$ cat src/rtl/sram_port_arbiter_if.sv
// Bundle of the signals between the SRAM port arbiter, its two requesters
// (instruction fetch and load/store) and the single-port SRAM.
// The slave modport is the arbiter's view; master is the view of whatever
// drives the requests and models the SRAM.
interface sram_port_arbiter_if #(
    parameter int ADDR_W = 11,
    parameter int WORD_W = 32
);
    // Instruction-fetch port
    logic              if_req_i;
    logic [ADDR_W-1:0] if_addr_i;
    logic              if_gnt_o;
    logic              if_rvalid_o;
    logic [WORD_W-1:0] if_rdata_o;

    // Load/store port
    logic              ls_req_i;
    logic              ls_we_i;
    logic [ADDR_W-1:0] ls_addr_i;
    logic [WORD_W-1:0] ls_wdata_i;
    logic              ls_gnt_o;
    logic              ls_rvalid_o;
    logic [WORD_W-1:0] ls_rdata_o;

    // SRAM port
    logic              sram_en_o;
    logic              sram_we_o;
    logic [ADDR_W-1:0] sram_addr_o;
    logic [WORD_W-1:0] sram_din_o;
    logic [WORD_W-1:0] sram_dout_i;

    modport slave (
        input  if_req_i, if_addr_i,
        output if_gnt_o, if_rvalid_o, if_rdata_o,
        input  ls_req_i, ls_we_i, ls_addr_i, ls_wdata_i,
        output ls_gnt_o, ls_rvalid_o, ls_rdata_o,
        output sram_en_o, sram_we_o, sram_addr_o, sram_din_o,
        input  sram_dout_i
    );

    modport master (
        output if_req_i, if_addr_i,
        input  if_gnt_o, if_rvalid_o, if_rdata_o,
        output ls_req_i, ls_we_i, ls_addr_i, ls_wdata_i,
        input  ls_gnt_o, ls_rvalid_o, ls_rdata_o,
        input  sram_en_o, sram_we_o, sram_addr_o, sram_din_o,
        output sram_dout_i
    );
endinterface

$ cat src/rtl/sram_port_arbiter.sv
// Two-requester arbiter for a single-port, read-first SRAM.
// Instruction fetch and load/store share the port; conflicts alternate
// using a last-owner register. Grants are combinational so a requester can
// be served in the same cycle it asks. Read responses are steered back to
// their owner by a tag shift register as deep as the SRAM read latency, so
// a new access can be granted every cycle with no stall.
module sram_port_arbiter #(
    parameter int ADDR_W = 11,   // SRAM word-address width
    parameter int RD_LAT = 2,    // SRAM read latency in cycles, 1..4
    parameter int WORD_W = 32    // SRAM word width
) (
    input  logic              CLK,
    input  logic              nRST,
    sram_port_arbiter_if.slave bus
);

    // Who was granted most recently; IF after reset so the first conflict
    // goes to load/store.
    typedef enum logic {
        OWN_IF = 1'b0,
        OWN_LS = 1'b1
    } owner_t;

    owner_t            last_owner_reg;
    owner_t            last_owner_next;

    logic              ls_wins;
    logic              if_gnt;
    logic              ls_gnt;
    logic              any_gnt;

    logic [ADDR_W-1:0] addr_hold_reg;
    logic [WORD_W-1:0] din_hold_reg;
    logic [ADDR_W-1:0] sram_addr;
    logic [WORD_W-1:0] sram_din;

    // Tag pipeline: valid marks a read, owner is 1 for load/store, 0 for IF.
    logic              push_valid;
    logic              push_owner;
    logic [RD_LAT-1:0] tag_valid_reg;
    logic [RD_LAT-1:0] tag_owner_reg;

    // Arbitration: a lone requester wins outright; on conflict the side that
    // was not granted last wins. Grants are suppressed while in reset.
    always_comb begin
        ls_wins         = 1'b0;
        last_owner_next = last_owner_reg;
        if (bus.ls_req_i && bus.if_req_i) begin
            ls_wins = (last_owner_reg == OWN_IF);
        end else begin
            ls_wins = bus.ls_req_i;
        end
        ls_gnt  = nRST & ls_wins;
        if_gnt  = nRST & bus.if_req_i & ~ls_wins;
        any_gnt = ls_gnt | if_gnt;
        if (ls_gnt) begin
            last_owner_next = OWN_LS;
        end else if (if_gnt) begin
            last_owner_next = OWN_IF;
        end
    end

    // SRAM port drive: winner's address/data on a grant, otherwise hold the
    // last granted values so the address bus does not toggle when idle.
    always_comb begin
        sram_addr  = addr_hold_reg;
        sram_din   = din_hold_reg;
        push_valid = any_gnt & ~(ls_gnt & bus.ls_we_i);
        push_owner = ls_gnt;
        if (ls_gnt) begin
            sram_addr = bus.ls_addr_i;
            sram_din  = bus.ls_wdata_i;
        end else if (if_gnt) begin
            sram_addr = bus.if_addr_i;
        end
    end

    // Last owner and held SRAM address/data registers.
    always_ff @(posedge CLK or negedge nRST) begin
        if (!nRST) begin
            last_owner_reg <= OWN_IF;
            addr_hold_reg  <= '0;
            din_hold_reg   <= '0;
        end else begin
            last_owner_reg <= last_owner_next;
            if (any_gnt) begin
                addr_hold_reg <= sram_addr;
            end
            if (ls_gnt) begin
                din_hold_reg <= sram_din;
            end
        end
    end

    // Tag shift register: stage 0 takes this cycle's grant, the last stage
    // lines up with the SRAM returning that read's data.
    generate
        for (genvar gi = 0; gi < RD_LAT; gi++) begin : g_tag
            // One tag stage; cleared on reset so in-flight reads are dropped.
            always_ff @(posedge CLK or negedge nRST) begin
                if (!nRST) begin
                    tag_valid_reg[gi] <= 1'b0;
                    tag_owner_reg[gi] <= 1'b0;
                end else if (gi == 0) begin
                    tag_valid_reg[gi] <= push_valid;
                    tag_owner_reg[gi] <= push_owner;
                end else begin
                    tag_valid_reg[gi] <= tag_valid_reg[(gi == 0) ? 0 : gi-1];
                    tag_owner_reg[gi] <= tag_owner_reg[(gi == 0) ? 0 : gi-1];
                end
            end
        end
    endgenerate

    assign bus.if_gnt_o    = if_gnt;
    assign bus.ls_gnt_o    = ls_gnt;
    assign bus.sram_en_o   = any_gnt;
    assign bus.sram_we_o   = ls_gnt & bus.ls_we_i;
    assign bus.sram_addr_o = sram_addr;
    assign bus.sram_din_o  = sram_din;

    assign bus.if_rvalid_o = tag_valid_reg[RD_LAT-1] & ~tag_owner_reg[RD_LAT-1];
    assign bus.ls_rvalid_o = tag_valid_reg[RD_LAT-1] &  tag_owner_reg[RD_LAT-1];

    // Read data goes straight through; rvalid says whose it is.
    assign bus.if_rdata_o  = bus.sram_dout_i;
    assign bus.ls_rdata_o  = bus.sram_dout_i;

endmodule
$ cat src/flat_wrapper.sv
// flat-port wrapper written by rule: the top's interface ports become plain ports
module sram_port_arbiter_flat 
#(
    parameter int ADDR_W = 11,                             
    parameter int RD_LAT = 2,                                        
    parameter int WORD_W = 32                      
)
  (CLK, nRST, bus_if_req_i, bus_if_addr_i, bus_if_gnt_o, bus_if_rvalid_o, bus_if_rdata_o, bus_ls_req_i, bus_ls_we_i, bus_ls_addr_i, bus_ls_wdata_i, bus_ls_gnt_o, bus_ls_rvalid_o, bus_ls_rdata_o, bus_sram_en_o, bus_sram_we_o, bus_sram_addr_o, bus_sram_din_o, bus_sram_dout_i);
  sram_port_arbiter_if #(.ADDR_W(ADDR_W), .WORD_W(WORD_W)) bus_i ();
  input  logic CLK;
  input  logic nRST;
  input wire logic [$bits(bus_i.if_req_i)-1:0] bus_if_req_i;
  input wire logic [$bits(bus_i.if_addr_i)-1:0] bus_if_addr_i;
  output wire logic [$bits(bus_i.if_gnt_o)-1:0] bus_if_gnt_o;
  output wire logic [$bits(bus_i.if_rvalid_o)-1:0] bus_if_rvalid_o;
  output wire logic [$bits(bus_i.if_rdata_o)-1:0] bus_if_rdata_o;
  input wire logic [$bits(bus_i.ls_req_i)-1:0] bus_ls_req_i;
  input wire logic [$bits(bus_i.ls_we_i)-1:0] bus_ls_we_i;
  input wire logic [$bits(bus_i.ls_addr_i)-1:0] bus_ls_addr_i;
  input wire logic [$bits(bus_i.ls_wdata_i)-1:0] bus_ls_wdata_i;
  output wire logic [$bits(bus_i.ls_gnt_o)-1:0] bus_ls_gnt_o;
  output wire logic [$bits(bus_i.ls_rvalid_o)-1:0] bus_ls_rvalid_o;
  output wire logic [$bits(bus_i.ls_rdata_o)-1:0] bus_ls_rdata_o;
  output wire logic [$bits(bus_i.sram_en_o)-1:0] bus_sram_en_o;
  output wire logic [$bits(bus_i.sram_we_o)-1:0] bus_sram_we_o;
  output wire logic [$bits(bus_i.sram_addr_o)-1:0] bus_sram_addr_o;
  output wire logic [$bits(bus_i.sram_din_o)-1:0] bus_sram_din_o;
  input wire logic [$bits(bus_i.sram_dout_i)-1:0] bus_sram_dout_i;
  assign bus_i.if_req_i = bus_if_req_i;
  assign bus_i.if_addr_i = bus_if_addr_i;
  assign bus_if_gnt_o = bus_i.if_gnt_o;
  assign bus_if_rvalid_o = bus_i.if_rvalid_o;
  assign bus_if_rdata_o = bus_i.if_rdata_o;
  assign bus_i.ls_req_i = bus_ls_req_i;
  assign bus_i.ls_we_i = bus_ls_we_i;
  assign bus_i.ls_addr_i = bus_ls_addr_i;
  assign bus_i.ls_wdata_i = bus_ls_wdata_i;
  assign bus_ls_gnt_o = bus_i.ls_gnt_o;
  assign bus_ls_rvalid_o = bus_i.ls_rvalid_o;
  assign bus_ls_rdata_o = bus_i.ls_rdata_o;
  assign bus_sram_en_o = bus_i.sram_en_o;
  assign bus_sram_we_o = bus_i.sram_we_o;
  assign bus_sram_addr_o = bus_i.sram_addr_o;
  assign bus_sram_din_o = bus_i.sram_din_o;
  assign bus_i.sram_dout_i = bus_sram_dout_i;
  sram_port_arbiter #(.ADDR_W(ADDR_W), .RD_LAT(RD_LAT), .WORD_W(WORD_W)) u_core (.CLK(CLK), .nRST(nRST), .bus(bus_i));
endmodule
$ cat config.mk
export PLATFORM = sky130hd
export DESIGN_NAME = sram_port_arbiter_flat
export DESIGN_NICKNAME = d
export VERILOG_FILES = /design/src/rtl/sram_port_arbiter_if.sv /design/src/rtl/sram_port_arbiter.sv /design/src/flat_wrapper.sv
export SDC_FILE = /design/constraint.sdc
export NUM_CORES = 1
export LEC_CHECK = 0
export CAP_MARGIN = 20
export CORE_UTILIZATION = 37
export DETAILED_ROUTE_END_ITERATION = 16
export HOLD_SLACK_MARGIN = 0.15
export PLACE_DENSITY = 0.79
export SLEW_MARGIN = 30
export SYNTH_ARGS = -nofsm -noshare
export SYNTH_HDL_FRONTEND = slang
export SYNTH_SLANG_ARGS = --single-unit
$ cat constraint.sdc
create_clock -name CLK -period 2 [get_ports CLK]
set_input_delay 0.4 -clock CLK [delete_from_list [all_inputs] [get_ports CLK]]
set_output_delay 0.4 -clock CLK [all_outputs]
set_load 0.01 [all_outputs]
# Word-level counts from Yosys, hierarchy flattened
# Index checks and enable logic that the tools add are counted.
# Widths: inputs -> output; s select.
# totals
word_cells,27
ff_bits,48
output_inout_bits,113
# op_classes
n_reduce_logical,2
muxes,6
bitwise_logic,12
# op_table
operator,n
$mux 32,1
$mux 11,2
$and 1x1->1,7
$not 1->1,4
$mux 1,3
$reduce_bool 2->1,1
$logic_and 1x1->1,1
$or 1x1->1,1

# Depth between registers and ports, before layout
# depth
ltp_word,6
ltp_mapped,5
mapped_depth_nobuf,4

# Least setup slack after synthesis
# No wires, ideal clock.
# synth_timing
path_type,input -> output
from,input port bus_ls_req_i
to,output port bus_sram_din_o[0]
t_arrival_ns,1.246
t_required_ns,1.600
path_buffers,2
path_stages,5
path_slack_ns,0.354
path_cell_list,nand2_1 > a21o_4 > buf_12 > buf_12 > mux2_4
# synth_via
elab_chain_len,4
# synth_lines
item,line,text
from (decl),flat_wrapper.sv:17,input wire logic [$bits(bus_i.ls_req_i)-1:0] bus_ls_req_i;
$logic_and 1x1->1,sram_port_arbiter.sv:48,if (bus.ls_req_i && bus.if_req_i) begin
$mux 1 (*),sram_port_arbiter.sv:48,
$and 1x1->1 (*),sram_port_arbiter.sv:53,ls_gnt = nRST & ls_wins;
$mux 32 (*),sram_port_arbiter.sv:70,if (ls_gnt) begin
to (decl),flat_wrapper.sv:27,output wire logic [$bits(bus_i.sram_din_o)-1:0] bus_sram_din_o;
# Mark *: on every way between the ends. The rest lies on a longest branch, timed or not.

# Worst setup path in the final report
# layout_timing
from,input port bus_ls_req_i
to,output port bus_sram_din_o[7]
# The elaborated chain is that of the path after synthesis.

==> run summary <==
status: finished, violations left
violated checks: setup timing
Detailed Route Iter0 Violations: 50
Final WS setup: -0.1045 ns
Yosys cell types: 16
peak supply drop: 0.3801 mV
Die Wd: 94.37 microns
Worst-Margin Slew: 0.5837 ns
initial antenna violation count: 0
LEAKAGE: 2.058 nW
Remaining Overflow, GRT: 0
root buffer cell: clkbuf_8
vias in the first global route: 2135
critical path startpoint category: primary input
largest net degree at the start of global routing: 47
max frequency: 0.4752 GHz
Initial Util: 38.42%
cells after synthesis: 235
non-filler instance count after layout: 412
ANT cells: 0
synth warn: 0
Crit Path Max Fanout: 8
share of layout cells above drive strength 1: 49.51%
setup violators final: 28
total of max-cap violations: 0
min cycle time layout: 2.105 ns
filler instances: 706
Mapped Nets: 326
via count of the routed design: 2026
number of buffers added on ports: 107
clk sinks: 48
Clock Skew: 0.009929 ns
row count: 33
max-slew violation count: 0
Synth Area per Inst: 13.43 sq um
1st-pass router iterations: 4
Die Ht: 94.37 microns
post-route setup TNS: -1.755 ns
Int Pwr: 2.477 mW
Vias/cell: 4.917
synth-to-layout area growth: 32.82%
io pins: 204
WL/cell: 17.59 microns
sequential-to-total area share from yosys stat: 38.05%
critical path arrival: 1.70 ns
H-tree levels: 2
combinational power share: 41.0%
Psw: 0.8766 mW
placed insts: 390
period utilization: 105.2%
Setup CP Type: in -> out
post-DP HPWL: 5122 microns
DRC Markers: 0
Crit. End Element: primary output
R2R depth: 6
CTS tree: built
PD cells: 799.8 mW/mm^2
fin util: 51.03%
Worst slew margin: 61.08%
RSZ-0062 raised after global routing: true
Reg clk slew, reported paths: 0.09 ns
pre-CTS setup slack: -0.6373 ns
Hold WC Path Type: in -> async
synthesis-stage register bit count: 48
clk_lat worst skew: 0.30 ns
Max Root-Sink Buffers: 2
max FFs per register: 32
TritonCTS Buffers: 5
WP data required: 1.60 ns
All-Layer GR Usage: 16.36%
final hold vios: 0
Placeable Area: 0.008217 sq mm
gpl congestion: 0.7340
post-route ant nets: 0
Cell Area, Synth: 0.003157 sq mm
Reg power frac: 37.2%
Clk pwr share: 21.9%
Final nets: 397
switching share of power: 26.14%
area of the die: 0.008905 sq mm
first-pass GRT wire length: 11010 microns
routed wire length: 7247 microns
==> power groups by stage <==
| stage | clock, mW | sequential [mW] | combinational, mW |
|---|---|---|---|
| after floorplan | 0 | 1.23 | 0.868 |
| after global placement | 0 | 1.25 | 1.28 |
| after detailed placement | 0 | 1.26 | 1.31 |
| after CTS | 0.762 | 1.24 | 1.38 |
| after global routing | 0.793 | 1.27 | 1.46 |
| final | 0.733 | 1.25 | 1.37 |
==> cells in the final DEF (no fill, tap or decap) <==
| master | netlist | final |
|---|---|---|
| bufbuf_16 | 0 | 1 |
| clkbuf_2 | 0 | 1 |
| clkdlybuf4s15_1 | 0 | 1 |
| inv_1 | 2 | 2 |
| nand2_1 | 3 | 3 |
| buf_2 | 4 | 13 |
| a21oi_2 | 0 | 1 |
| buf_12 | 7 | 4 |
| dfrtp_1 | 48 | 48 |
| and2_1 | 13 | 13 |
| mux2_4 | 60 | 60 |
| bufinv_16 | 0 | 1 |
| buf_16 | 0 | 3 |
| o21ai_0 | 2 | 2 |
| clkbuf_8 | 0 | 6 |
| a221o_1 | 22 | 22 |
| mux2_2 | 4 | 4 |
| a21o_4 | 1 | 1 |
| clkdlybuf4s50_1 | 0 | 57 |
| nor2b_1 | 1 | 1 |
| clkinv_4 | 0 | 1 |
| buf_6 | 0 | 32 |
| buf_4 | 64 | 23 |
| dlygate4sd2_1 | 0 | 4 |
| inv_2 | 1 | 1 |
| a21oi_1 | 2 | 1 |
| dlygate4sd3_1 | 0 | 1 |
==> cells in the mapped netlist <==
cell,n,area share (%)
buf_4,64,15
buf_12,7,4.4
dfrtp_1,48,38
inv_1,2,0.24
clkbuf_1,1,0.12
nand2_1,3,0.36
o21ai_0,2,0.32
mux2_2,4,1.4
a21oi_1,2,0.32
buf_2,4,0.63
mux2_4,60,29
a21o_4,1,0.48
inv_2,1,0.12
and2_1,13,2.6
nor2b_1,1,0.20
a221o_1,22,7.0
==> repair_timing <==
item / CTS / global route
pin swaps: 4 / 1
hold buffers: 1 / 0
setup endpoints to repair: 47 / 45
hold endpoints to repair: 2 / 0
setup buffers: 11 / 0
gates resized for setup: 221 / 5
gates cloned: 4 / 0
==> critical path, cell delays in order <==
cell           delay, ns
dlygate4sd2_1       0.25
nand2_1             0.09
a21o_4              0.23
buf_12              0.16
buf_16              0.14
mux2_4              0.30
buf_6               0.12
==> worst paths after layout <==
path / startpoint / end / slack, ns
min in group CLK: u_core.tag_owner_reg[0] / u_core.tag_owner_reg[1] / 0.35
max in group asynchronous: nRST / u_core.addr_hold_reg[1] / 1.20
worst max-delay path: bus_ls_req_i / bus_sram_din_o[7] / -0.10
worst min register to register: u_core.tag_owner_reg[0] / u_core.tag_owner_reg[1] / 0.35
worst max register to register: u_core.last_owner_reg / u_core.din_hold_reg[11] / 0.32
worst min-delay path: nRST / u_core.last_owner_reg / 0.30
==> logic make-up after synthesis <==
family | Yosys count | synth area share [%]
DFF | 48 | 38.05
AOI/OAI and AO/OA | 27 | 8.085
and+or+nand+nor | 17 | 3.131
buffers and inverters | 79 | 20.77
muxes | 64 | 29.96
==> layout make-up <==
| cell class | instances | area (sq um) | area share, % |
|---|---|---|---|
| clock buffers | 6 | 82.58 | 1.970 |
| well taps | 105 | 131.4 | 3.133 |
| flip-flops and latches | 48 | 1201 | 28.65 |
| multi-input cells | 108 | 1304 | 31.10 |
| repair buffers | 140 | 1424 | 33.96 |
| inverters | 3 | 11.26 | 0.2686 |
| clock inverters | 2 | 38.79 | 0.9251 |
==> stage by stage <==
stage	cell area [sq um]	hold slack (ns)	total power, mW
floorplan	3157	0.1044	2.100
global placement	3890	0.3324	2.537
detailed placement	3890	0.3356	2.569
CTS	4193	0.3020	3.382
global route	4193	0.3366	3.520
finish	4193	0.2995	3.353
==> layer usage <==
layer / GRT usage (%) / vias up / part of all wire (%)
met2: 30.13 / 142 / 53
met3: 6.200 / 10 / 10
met4: 5.513 / 0 / 1.8
met1: 16.88 / 968 / 36
li1: - / 906 / -
met5: 0 / - / 0
No activity file was read; power rests on OpenSTA's default activity.
